### config.mk
export PLATFORM = sky130hd
export DESIGN_NAME = bus_sequencer_flat
export DESIGN_NICKNAME = d
export VERILOG_FILES = /design/src/rtl/bus_sequencer_if.sv /design/src/rtl/bus_sequencer.sv /design/src/flat_wrapper.sv
export SDC_FILE = /design/constraint.sdc
export NUM_CORES = 1
export LEC_CHECK = 0
export ABC_CLOCK_PERIOD_IN_PS = 2900
export BUFFER_PORTS_ARGS = -buffer_cell sky130_fd_sc_hd__buf_2
export CAP_MARGIN = 20
export CORE_ASPECT_RATIO = 1.2
export CORE_MARGIN = 5
export CORE_UTILIZATION = 45
export DETAILED_ROUTE_END_ITERATION = 8
export PLACE_DENSITY = 0.75
export SLEW_MARGIN = 20
export SYNTH_ARGS = -nofsm -noshare
export SYNTH_HDL_FRONTEND = slang
export SYNTH_SLANG_ARGS = --single-unit
### constraint.sdc
create_clock -name Clock -period 2.9 [get_ports Clock]
set_input_delay 0.145 -clock Clock [delete_from_list [all_inputs] [get_ports Clock]]
set_output_delay 0.145 -clock Clock [all_outputs]
set_load 0.005 [all_outputs]
### src/rtl/bus_sequencer_if.sv
// Request/response and external memory bus signals of the bus sequencer.
// The master modport is the sequencer; the slave modport is its environment.
interface bus_sequencer_if #(
  parameter int ADDR_W    = 16,
  parameter int DATA_W    = 16,
  parameter int MAX_BURST = 4
);
  localparam int LEN_W = (MAX_BURST > 1) ? $clog2(MAX_BURST) : 1;

  logic              Req;
  logic              ReqWrite;
  logic [ADDR_W-1:0] ReqAddr;
  logic [LEN_W-1:0]  ReqLen;
  logic              Abort;
  logic [DATA_W-1:0] WrData;
  logic              WrAck;
  logic [DATA_W-1:0] RdData;
  logic              RdValid;
  logic              Busy;
  logic              Done;
  logic              Aborted;
  logic [ADDR_W-1:0] BusAddr;
  logic [DATA_W-1:0] BusDataOut;
  logic [DATA_W-1:0] BusDataIn;
  logic              nWait;
  logic              ALE;
  logic              nME;
  logic              nOE;
  logic              nWE;
  logic              ENB;
  logic              MemEn;

  modport master (
    input  Req, ReqWrite, ReqAddr, ReqLen, Abort, WrData, BusDataIn, nWait,
    output WrAck, RdData, RdValid, Busy, Done, Aborted, BusAddr, BusDataOut,
           ALE, nME, nOE, nWE, ENB, MemEn
  );

  modport slave (
    output Req, ReqWrite, ReqAddr, ReqLen, Abort, WrData, BusDataIn, nWait,
    input  WrAck, RdData, RdValid, Busy, Done, Aborted, BusAddr, BusDataOut,
           ALE, nME, nOE, nWE, ENB, MemEn
  );
endinterface

### src/rtl/bus_sequencer.sv
// Burst bus sequencer: turns a read/write request into ALE/nME/nOE/nWE beats
// with fixed wait states, nWait extension, address increment and abort.
module bus_sequencer #(
  parameter int ADDR_W      = 16,
  parameter int DATA_W      = 16,
  parameter int WAIT_STATES = 1,
  parameter int MAX_BURST   = 4
) (
  input  logic            Clock,
  input  logic            nReset,
  bus_sequencer_if.master bus
);
  localparam int LEN_W = (MAX_BURST > 1) ? $clog2(MAX_BURST) : 1;
  localparam logic [3:0] WAIT_LAST = 4'(WAIT_STATES);

  typedef enum logic [2:0] {IDLE, ADDR, ACCESS, STROBE, HOLD} state_t;

  state_t            state_reg, state_next;
  logic              write_reg;
  logic [ADDR_W-1:0] addr_reg;
  logic [LEN_W-1:0]  len_reg;
  logic [3:0]        wait_cnt_reg;
  logic              abort_reg;
  logic [DATA_W-1:0] wr_data_reg;
  logic [DATA_W-1:0] rd_data_reg;
  logic              abort_eff;
  logic              end_burst;

  // An abort raised in the HOLD cycle itself still ends the burst there.
  assign abort_eff = abort_reg | bus.Abort;
  assign end_burst = (len_reg == '0) || abort_eff;

  assign bus.Busy       = (state_reg != IDLE);
  assign bus.BusAddr    = addr_reg;
  assign bus.BusDataOut = wr_data_reg;
  assign bus.RdData     = rd_data_reg;

  always_comb begin
    state_next  = state_reg;
    bus.ALE     = 1'b0;
    bus.nME     = 1'b1;
    bus.nOE     = 1'b1;
    bus.nWE     = 1'b1;
    bus.ENB     = 1'b0;
    bus.MemEn   = 1'b0;
    bus.WrAck   = 1'b0;
    bus.RdValid = 1'b0;
    bus.Done    = 1'b0;
    bus.Aborted = 1'b0;
    case (state_reg)
      IDLE: begin
        if (bus.Req) state_next = ADDR;
      end
      ADDR: begin
        bus.ALE    = 1'b1;
        bus.WrAck  = write_reg;
        state_next = ACCESS;
      end
      ACCESS: begin
        bus.nME   = 1'b0;
        bus.nOE   = write_reg;
        bus.nWE   = ~write_reg;
        bus.MemEn = write_reg;
        // nWait only matters once the fixed wait states have elapsed
        if (wait_cnt_reg == WAIT_LAST && bus.nWait) state_next = STROBE;
      end
      STROBE: begin
        bus.nME    = 1'b0;
        bus.nOE    = write_reg;
        bus.ENB    = ~write_reg;
        bus.MemEn  = write_reg;
        state_next = HOLD;
      end
      HOLD: begin
        bus.MemEn   = write_reg;
        bus.RdValid = ~write_reg;
        if (end_burst) begin
          bus.Done    = 1'b1;
          bus.Aborted = abort_eff;
          state_next  = IDLE;
        end else begin
          state_next = ADDR;
        end
      end
      default: state_next = IDLE;
    endcase
  end

  always_ff @(posedge Clock or negedge nReset) begin
    if (!nReset) begin
      state_reg    <= IDLE;
      write_reg    <= 1'b0;
      addr_reg     <= '0;
      len_reg      <= '0;
      wait_cnt_reg <= '0;
      abort_reg    <= 1'b0;
      wr_data_reg  <= '0;
      rd_data_reg  <= '0;
    end else begin
      state_reg <= state_next;
      case (state_reg)
        IDLE: begin
          if (bus.Req) begin
            write_reg <= bus.ReqWrite;
            addr_reg  <= bus.ReqAddr;
            len_reg   <= bus.ReqLen;
          end
        end
        ADDR: begin
          wait_cnt_reg <= '0;
          if (write_reg) wr_data_reg <= bus.WrData;
        end
        ACCESS: begin
          if (wait_cnt_reg != WAIT_LAST) wait_cnt_reg <= wait_cnt_reg + 4'd1;
        end
        STROBE: begin
          if (!write_reg) rd_data_reg <= bus.BusDataIn;
        end
        HOLD: begin
          if (!end_burst) begin
            addr_reg <= addr_reg + ADDR_W'(1);
            len_reg  <= len_reg - LEN_W'(1);
          end
        end
        default: ;
      endcase
      if (state_next == IDLE)
        abort_reg <= 1'b0;
      else if (state_reg != IDLE && bus.Abort)
        abort_reg <= 1'b1;
    end
  end
endmodule

### src/flat_wrapper.sv
// flat-port wrapper written by rule: the top's interface ports become plain ports
module bus_sequencer_flat 
#(
  parameter int ADDR_W      = 16,
  parameter int DATA_W      = 16,
  parameter int WAIT_STATES = 1,
  parameter int MAX_BURST   = 4
)
  (Clock, nReset, bus_Req, bus_ReqWrite, bus_ReqAddr, bus_ReqLen, bus_Abort, bus_WrData, bus_BusDataIn, bus_nWait, bus_WrAck, bus_RdData, bus_RdValid, bus_Busy, bus_Done, bus_Aborted, bus_BusAddr, bus_BusDataOut, bus_ALE, bus_nME, bus_nOE, bus_nWE, bus_ENB, bus_MemEn);
  bus_sequencer_if #(.ADDR_W(ADDR_W), .DATA_W(DATA_W), .MAX_BURST(MAX_BURST)) bus_i ();
  input  logic Clock;
  input  logic nReset;
  input wire logic [$bits(bus_i.Req)-1:0] bus_Req;
  input wire logic [$bits(bus_i.ReqWrite)-1:0] bus_ReqWrite;
  input wire logic [$bits(bus_i.ReqAddr)-1:0] bus_ReqAddr;
  input wire logic [$bits(bus_i.ReqLen)-1:0] bus_ReqLen;
  input wire logic [$bits(bus_i.Abort)-1:0] bus_Abort;
  input wire logic [$bits(bus_i.WrData)-1:0] bus_WrData;
  input wire logic [$bits(bus_i.BusDataIn)-1:0] bus_BusDataIn;
  input wire logic [$bits(bus_i.nWait)-1:0] bus_nWait;
  output wire logic [$bits(bus_i.WrAck)-1:0] bus_WrAck;
  output wire logic [$bits(bus_i.RdData)-1:0] bus_RdData;
  output wire logic [$bits(bus_i.RdValid)-1:0] bus_RdValid;
  output wire logic [$bits(bus_i.Busy)-1:0] bus_Busy;
  output wire logic [$bits(bus_i.Done)-1:0] bus_Done;
  output wire logic [$bits(bus_i.Aborted)-1:0] bus_Aborted;
  output wire logic [$bits(bus_i.BusAddr)-1:0] bus_BusAddr;
  output wire logic [$bits(bus_i.BusDataOut)-1:0] bus_BusDataOut;
  output wire logic [$bits(bus_i.ALE)-1:0] bus_ALE;
  output wire logic [$bits(bus_i.nME)-1:0] bus_nME;
  output wire logic [$bits(bus_i.nOE)-1:0] bus_nOE;
  output wire logic [$bits(bus_i.nWE)-1:0] bus_nWE;
  output wire logic [$bits(bus_i.ENB)-1:0] bus_ENB;
  output wire logic [$bits(bus_i.MemEn)-1:0] bus_MemEn;
  assign bus_i.Req = bus_Req;
  assign bus_i.ReqWrite = bus_ReqWrite;
  assign bus_i.ReqAddr = bus_ReqAddr;
  assign bus_i.ReqLen = bus_ReqLen;
  assign bus_i.Abort = bus_Abort;
  assign bus_i.WrData = bus_WrData;
  assign bus_i.BusDataIn = bus_BusDataIn;
  assign bus_i.nWait = bus_nWait;
  assign bus_WrAck = bus_i.WrAck;
  assign bus_RdData = bus_i.RdData;
  assign bus_RdValid = bus_i.RdValid;
  assign bus_Busy = bus_i.Busy;
  assign bus_Done = bus_i.Done;
  assign bus_Aborted = bus_i.Aborted;
  assign bus_BusAddr = bus_i.BusAddr;
  assign bus_BusDataOut = bus_i.BusDataOut;
  assign bus_ALE = bus_i.ALE;
  assign bus_nME = bus_i.nME;
  assign bus_nOE = bus_i.nOE;
  assign bus_nWE = bus_i.nWE;
  assign bus_ENB = bus_i.ENB;
  assign bus_MemEn = bus_i.MemEn;
  bus_sequencer #(.ADDR_W(ADDR_W), .DATA_W(DATA_W), .WAIT_STATES(WAIT_STATES), .MAX_BURST(MAX_BURST)) u_core (.Clock(Clock), .nReset(nReset), .bus(bus_i));
endmodule
**After elaboration in Yosys (flattened, before gate mapping)**

Cells that the tools add are included.

- Flip-flop bits (word level): 59
- Bits in latches: 0
- Bits in writable memories: 0
- Memory bits (read-only): 0
- Bits of input ports: 56
- Memories kept: 0

- Add/sub/neg operators: 3
- Multipliers: 0
- Divide/modulo/power cells: 0
- $lt $le $gt $ge: 0
- Equal/unequal tests: 9
- Shifts and indexed selects: 0
- Muxes and demuxes: 26
- Bitwise gates (word level): 2
- Reductions and logical operators: 17

Operator list:

| cell | number |
|---|---|
| 2-to-1 mux 16 bit | 2 |
| case mux 16 bit (2 select lines) | 1 |
| adder 16 x 1 -> 16 bit (second input constant) | 1 |
| 2-to-1 mux 1 bit | 15 |
| case mux 3 bit (5 select lines) | 1 |
| case mux 4 bit (2 select lines) | 1 |
| AND reduction 2 bit | 4 |
| equality test 3 x 2 -> 1 bit (second input constant) | 2 |
| logical NOT 3 bit | 2 |
| 2-to-1 mux 3 bit | 2 |
| nonzero test 2 bit | 3 |
| adder 4 x 1 -> 4 bit (second input constant) | 1 |
| equality test 4 x 1 -> 1 bit (second input constant) | 1 |
| 2-to-1 mux 2 bit | 2 |
| 2-to-1 mux 4 bit | 1 |
| != test 2 bit (second input constant) | 2 |
| != test 4 x 1 -> 1 bit (second input constant) | 1 |
| case mux 2 bit (2 select lines) | 1 |
| equality test 3 x 1 -> 1 bit (second input constant) | 1 |
| equality test 3 bit (second input constant) | 1 |
| AND reduction 3 bit | 1 |
| nonzero test 3 bit | 1 |
| OR reduction 3 bit | 1 |
| logical AND 1 bit | 2 |
| other kinds (7) | 7 |

**Depth between registers and ports, before layout**

- Word-level depth: 6
- Depth in mapped cells: 8
- Gate-level depth less buffers: 6

**Worst setup path after synthesis**

No wires, ideal clock.

- Path kind: register to register
- From: register u_core.state_reg[1]
- To: register u_core.wr_data_reg[0] (netlist: u_core.bus.BusDataOut[0])
- Arrival: 1.643 ns
- Required time: 2.775 ns
- Path slack: 1.132 ns
- Stages on the path, launching flop included: 8
- Cells stage by stage: dfrtp_1 -> buf_4 -> or3b_4 -> clkinv_2 -> and2_4 -> buf_8 -> buf_12 -> mux2_4

- Cells in the longest elaborated chain, start to end: 2

Ends and longest elaborated chain:

| element | line | text |
|---|---|---|
| from (decl) | bus_sequencer.sv:18 | `state_t state_reg, state_next;` |
| from (signal assigned) | bus_sequencer.sv:100 | `state_reg <= state_next;` |
| equality test 3 x 1 -> 1 bit | bus_sequencer.sv:101 | `case (state_reg)` |
| AND reduction 2 bit (no source line) | n/a |  |
| to (signal assigned) | bus_sequencer.sv:111 | `if (write_reg) wr_data_reg <= bus.WrData;` |
| to (decl) | bus_sequencer.sv:24 | `logic [DATA_W-1:0] wr_data_reg;` |

Every way passes these cells.
A chain may end at the register's enable or synchronous reset.

**Worst setup path in the final report**

- From: register u_core.state_reg[2]
- To: output port bus_WrAck

- Cells in the longest elaborated chain, start to end: 2

Ends and longest elaborated chain:

| element | line | text |
|---|---|---|
| equality test 3 x 1 -> 1 bit | bus_sequencer.sv:50 | `case (state_reg)` |
| 2-to-1 mux 1 bit | bus_sequencer.sv:50 |  |
| to (decl) | flat_wrapper.sv:21 | `output wire logic [$bits(bus_i.WrAck)-1:0] bus_WrAck;` |

Every way passes these cells.

==> run_results.csv <==
group,metric,value,unit
placed_design,port_buffers,114,
synthesis,ys_ff_latch,59,
route,ant_nets,0,
grt,antenna_found_initial,0,
status,status,"finished clean",
grt,overflow,0,
synthesis,synth_top_area_cell,"dfrtp_1",
synthesis,synth_edf_count,0,
clock_network,clk_latency,0.33,ns
run,cap_violations,0,
timing,tightest_slew,0.8992,ns
die,pin_count,115,
route,post_drt_wl_per_cell,14.90,um
synthesis,synth.distinct_cells,51,
finish,area_growth,27.76,%
timing,clock-skew-final,0.009367,ns
synthesis,synth_area,0.002957,mm2
route,avgViaCountPerCell,5.202,
clock_network,cts_root_buf,"clkbuf_8",
synthesis,ys_seq_area_share,49.94,%
synthesis,yosysWarnings,0,
route,first_pass_iters,4,
setup_path,cp.arrival,1.86,ns
die,core,0.006406,mm2
route,wl,6855,um
die,die-width,84.00,um
finish,nNetsFinal,430,
setup_path,rrSetupSlack,1.05,ns
setup_path,slowest_delay,0.52,ns
timing,maxSlewHeadroom,40.05,%
pwr,p_per_area,1072,mW/mm2
die,start_util,46.15,%
clock_network,h-tree-depth,3,
finish,final_common_cell,"buf_2",
grt,grt_pass1_wl,11540,um
timing,fmax,499.2,MHz
synthesis,synth_ff_type,"dfrtp_1",
setup_path,critPathSlowestCell,"dfrtp_1",
placed_design,place_congestion,0.8345,
finish,fin_cells,460,
route,drt_drc_violations_left,0,
die,die_h,98.80,um
synthesis,avgSynthCellArea,11.37,um2
die,num_rows,32,
grt,grt_pass1_vias,2487,
placed_design,dp.cells,443,
die,die_area,0.008298,mm2
placed_design,dp_hpwl,5038,um
timing,finalCriticalPeriod,2.003,ns
setup_path,worstPathRequired,2.76,ns
synthesis,synthArstFlopShare,100.0,%
clock_network,clock_sinks,59,
pwr,peakVddDrop,0.6087,mV
timing,finalSetupTns,0,ns
timing,setup_viol,0,
setup_path,cp_cell_sequence,"or3b_4 > clkinv_2 > and2_4 > buf_2",
worst_hold_path,hp-class,"in2reg",
timing,rsz0062_at_grt,"no",
pwr,p_leak,1.842,nW
setup_path,worst-path-max-fanout,17,
timing,finalCritPeriodShare,69.07,%
finish,num_antenna_cells,0,
route,route.vias.total,2393,
setup_path,critPathKind,"reg2out",
finish,final_cell_mix,"buf_2 (114), dfrtp_1 (59), nor2_1 (23)",
setup_path,startpoint_type,"flip-flop",
clock_network,cts_inserted_buffers,9,
synthesis,synth_top_area_share,49.94,%
timing,hold_viol,0,
setup_path,endpoint_kind,"output port",
synthesis,syn_nets,320,
clock_network,cts_resized,0,
route,drt_iter0_markers,186,
grt,grt_max_degree,42,
clock_network,cts.path.max_buffers,2,
finish,final_layout_size_suffix_gt1_share,45.07,%
clock_network,cts_tree,"built",
grt,grt.total_usage,17.04,%
synthesis,synthCells,260,
timing,drv_slew,0,
clock_network,path_clk_slew,0.07,ns
synthesis,synthTopCellsByArea,"dfrtp_1 (50%), mux2_2 (7.2%), mux2_4 (4.6%)",
==> metrics by stage <==
stage          area (um2)  total power, mW  utilization [%]  hold WS (ns)  setup WS, ns
5_1_grt              3777            4.347            58.96       0.02037        0.7878
6_report             3777            4.048            58.96       0.04197        0.8969
2_1_floorplan        2957            2.563                -       -0.1506         1.132
4_1_cts              3777            4.088            58.96       0.02794        0.8787
3_5_place_dp         3526            3.171            55.04        0.3215         1.067
3_3_place_gp         3526            3.094            55.04        0.3292         1.104
==> kinds of logic after synthesis <==
kind of cell / count (synthesis) / synth area share, %
compound gates: 52 / 11.64
xor+xnor: 3 / 0.8889
fa+ha+maj: 4 / 1.693
buf+inv: 25 / 5.458
flops: 59 / 49.94
mux: 36 / 14.73
simple gates: 81 / 15.66
==> worst max-delay path, delay by kind of cell, from the launching register on <==
| family | cells | cell delay [ns] |
|---|---|---|
| AND/OR/NAND/NOR | 2 | 0.76 |
| flip-flops | 1 | 0.52 |
| buffers and inverters | 2 | 0.25 |
==> repair_timing <==
item	in CTS	in global routing
buffers inserted	0	0
hold endpoints to repair	40	0
hold buffers	1	0
endpoints found under the setup margin	0	0
==> cells in the mapped netlist (4+ instances only) <==
cell / instances
ha_1: 4
buf_2: 7
mux2_1: 5
dfrtp_1: 59
nand4_1: 7
o22a_1: 11
nor2_1: 23
nand2_1: 12
mux2_2: 19
mux2_4: 9
clkbuf_1: 6
nand3_1: 5
and4_1: 4
a21oi_1: 17
and3_1: 4
a31oi_1: 5
o21ai_0: 5
and2_1: 5
inv_1: 4
==> final cells by class <==
class                   count  area (um2)
well taps                  85       106.4
repair buffers            119       610.6
fillers                   550        2629
flip-flops and latches     59        1476
clock buffers              11       141.4
multi-input cells         176        1323
inverters                   5       20.02
clock inverters             5       100.1
==> power by group <==
part | internal, mW | switching (mW)
clock | 0.592 | 0.309
combinational | 0.860 | 0.712
sequential | 1.23 | 0.345
total | 2.68 | 1.37
==> per-layer routing <==
metal / vias to the layer above / part of all wire, % / track usage, %
li1: 1162 / - / -
met1: 1117 / 42 / 21.29
met2: 99 / 48 / 27.62
met3: 15 / 7.2 / 5.686
met4: 0 / 2.2 / 6.188
met5: - / 0 / 0
==> worst paths after layout <==
kind	startpoint	end	cells past startpoint
setup reg to reg	u_core.state_reg[2]$_DFF_PN0_	u_core.bus.BusDataOut[10]$_DFFE_PN0P_	4
min in group asynchronous	nReset	u_core.bus.RdData[10]$_DFFE_PN0P_	2
setup / recovery	u_core.state_reg[2]$_DFF_PN0_	bus_WrAck	4
hold / removal	bus_WrData[1]	u_core.bus.BusDataOut[1]$_DFFE_PN0P_	2
max in group asynchronous	nReset	u_core.bus.RdData[4]$_DFFE_PN0P_	3
hold reg to reg	u_core.bus.RdData[13]$_DFFE_PN0P_	u_core.bus.RdData[13]$_DFFE_PN0P_	1
Power figures use the tool's default switching activity.
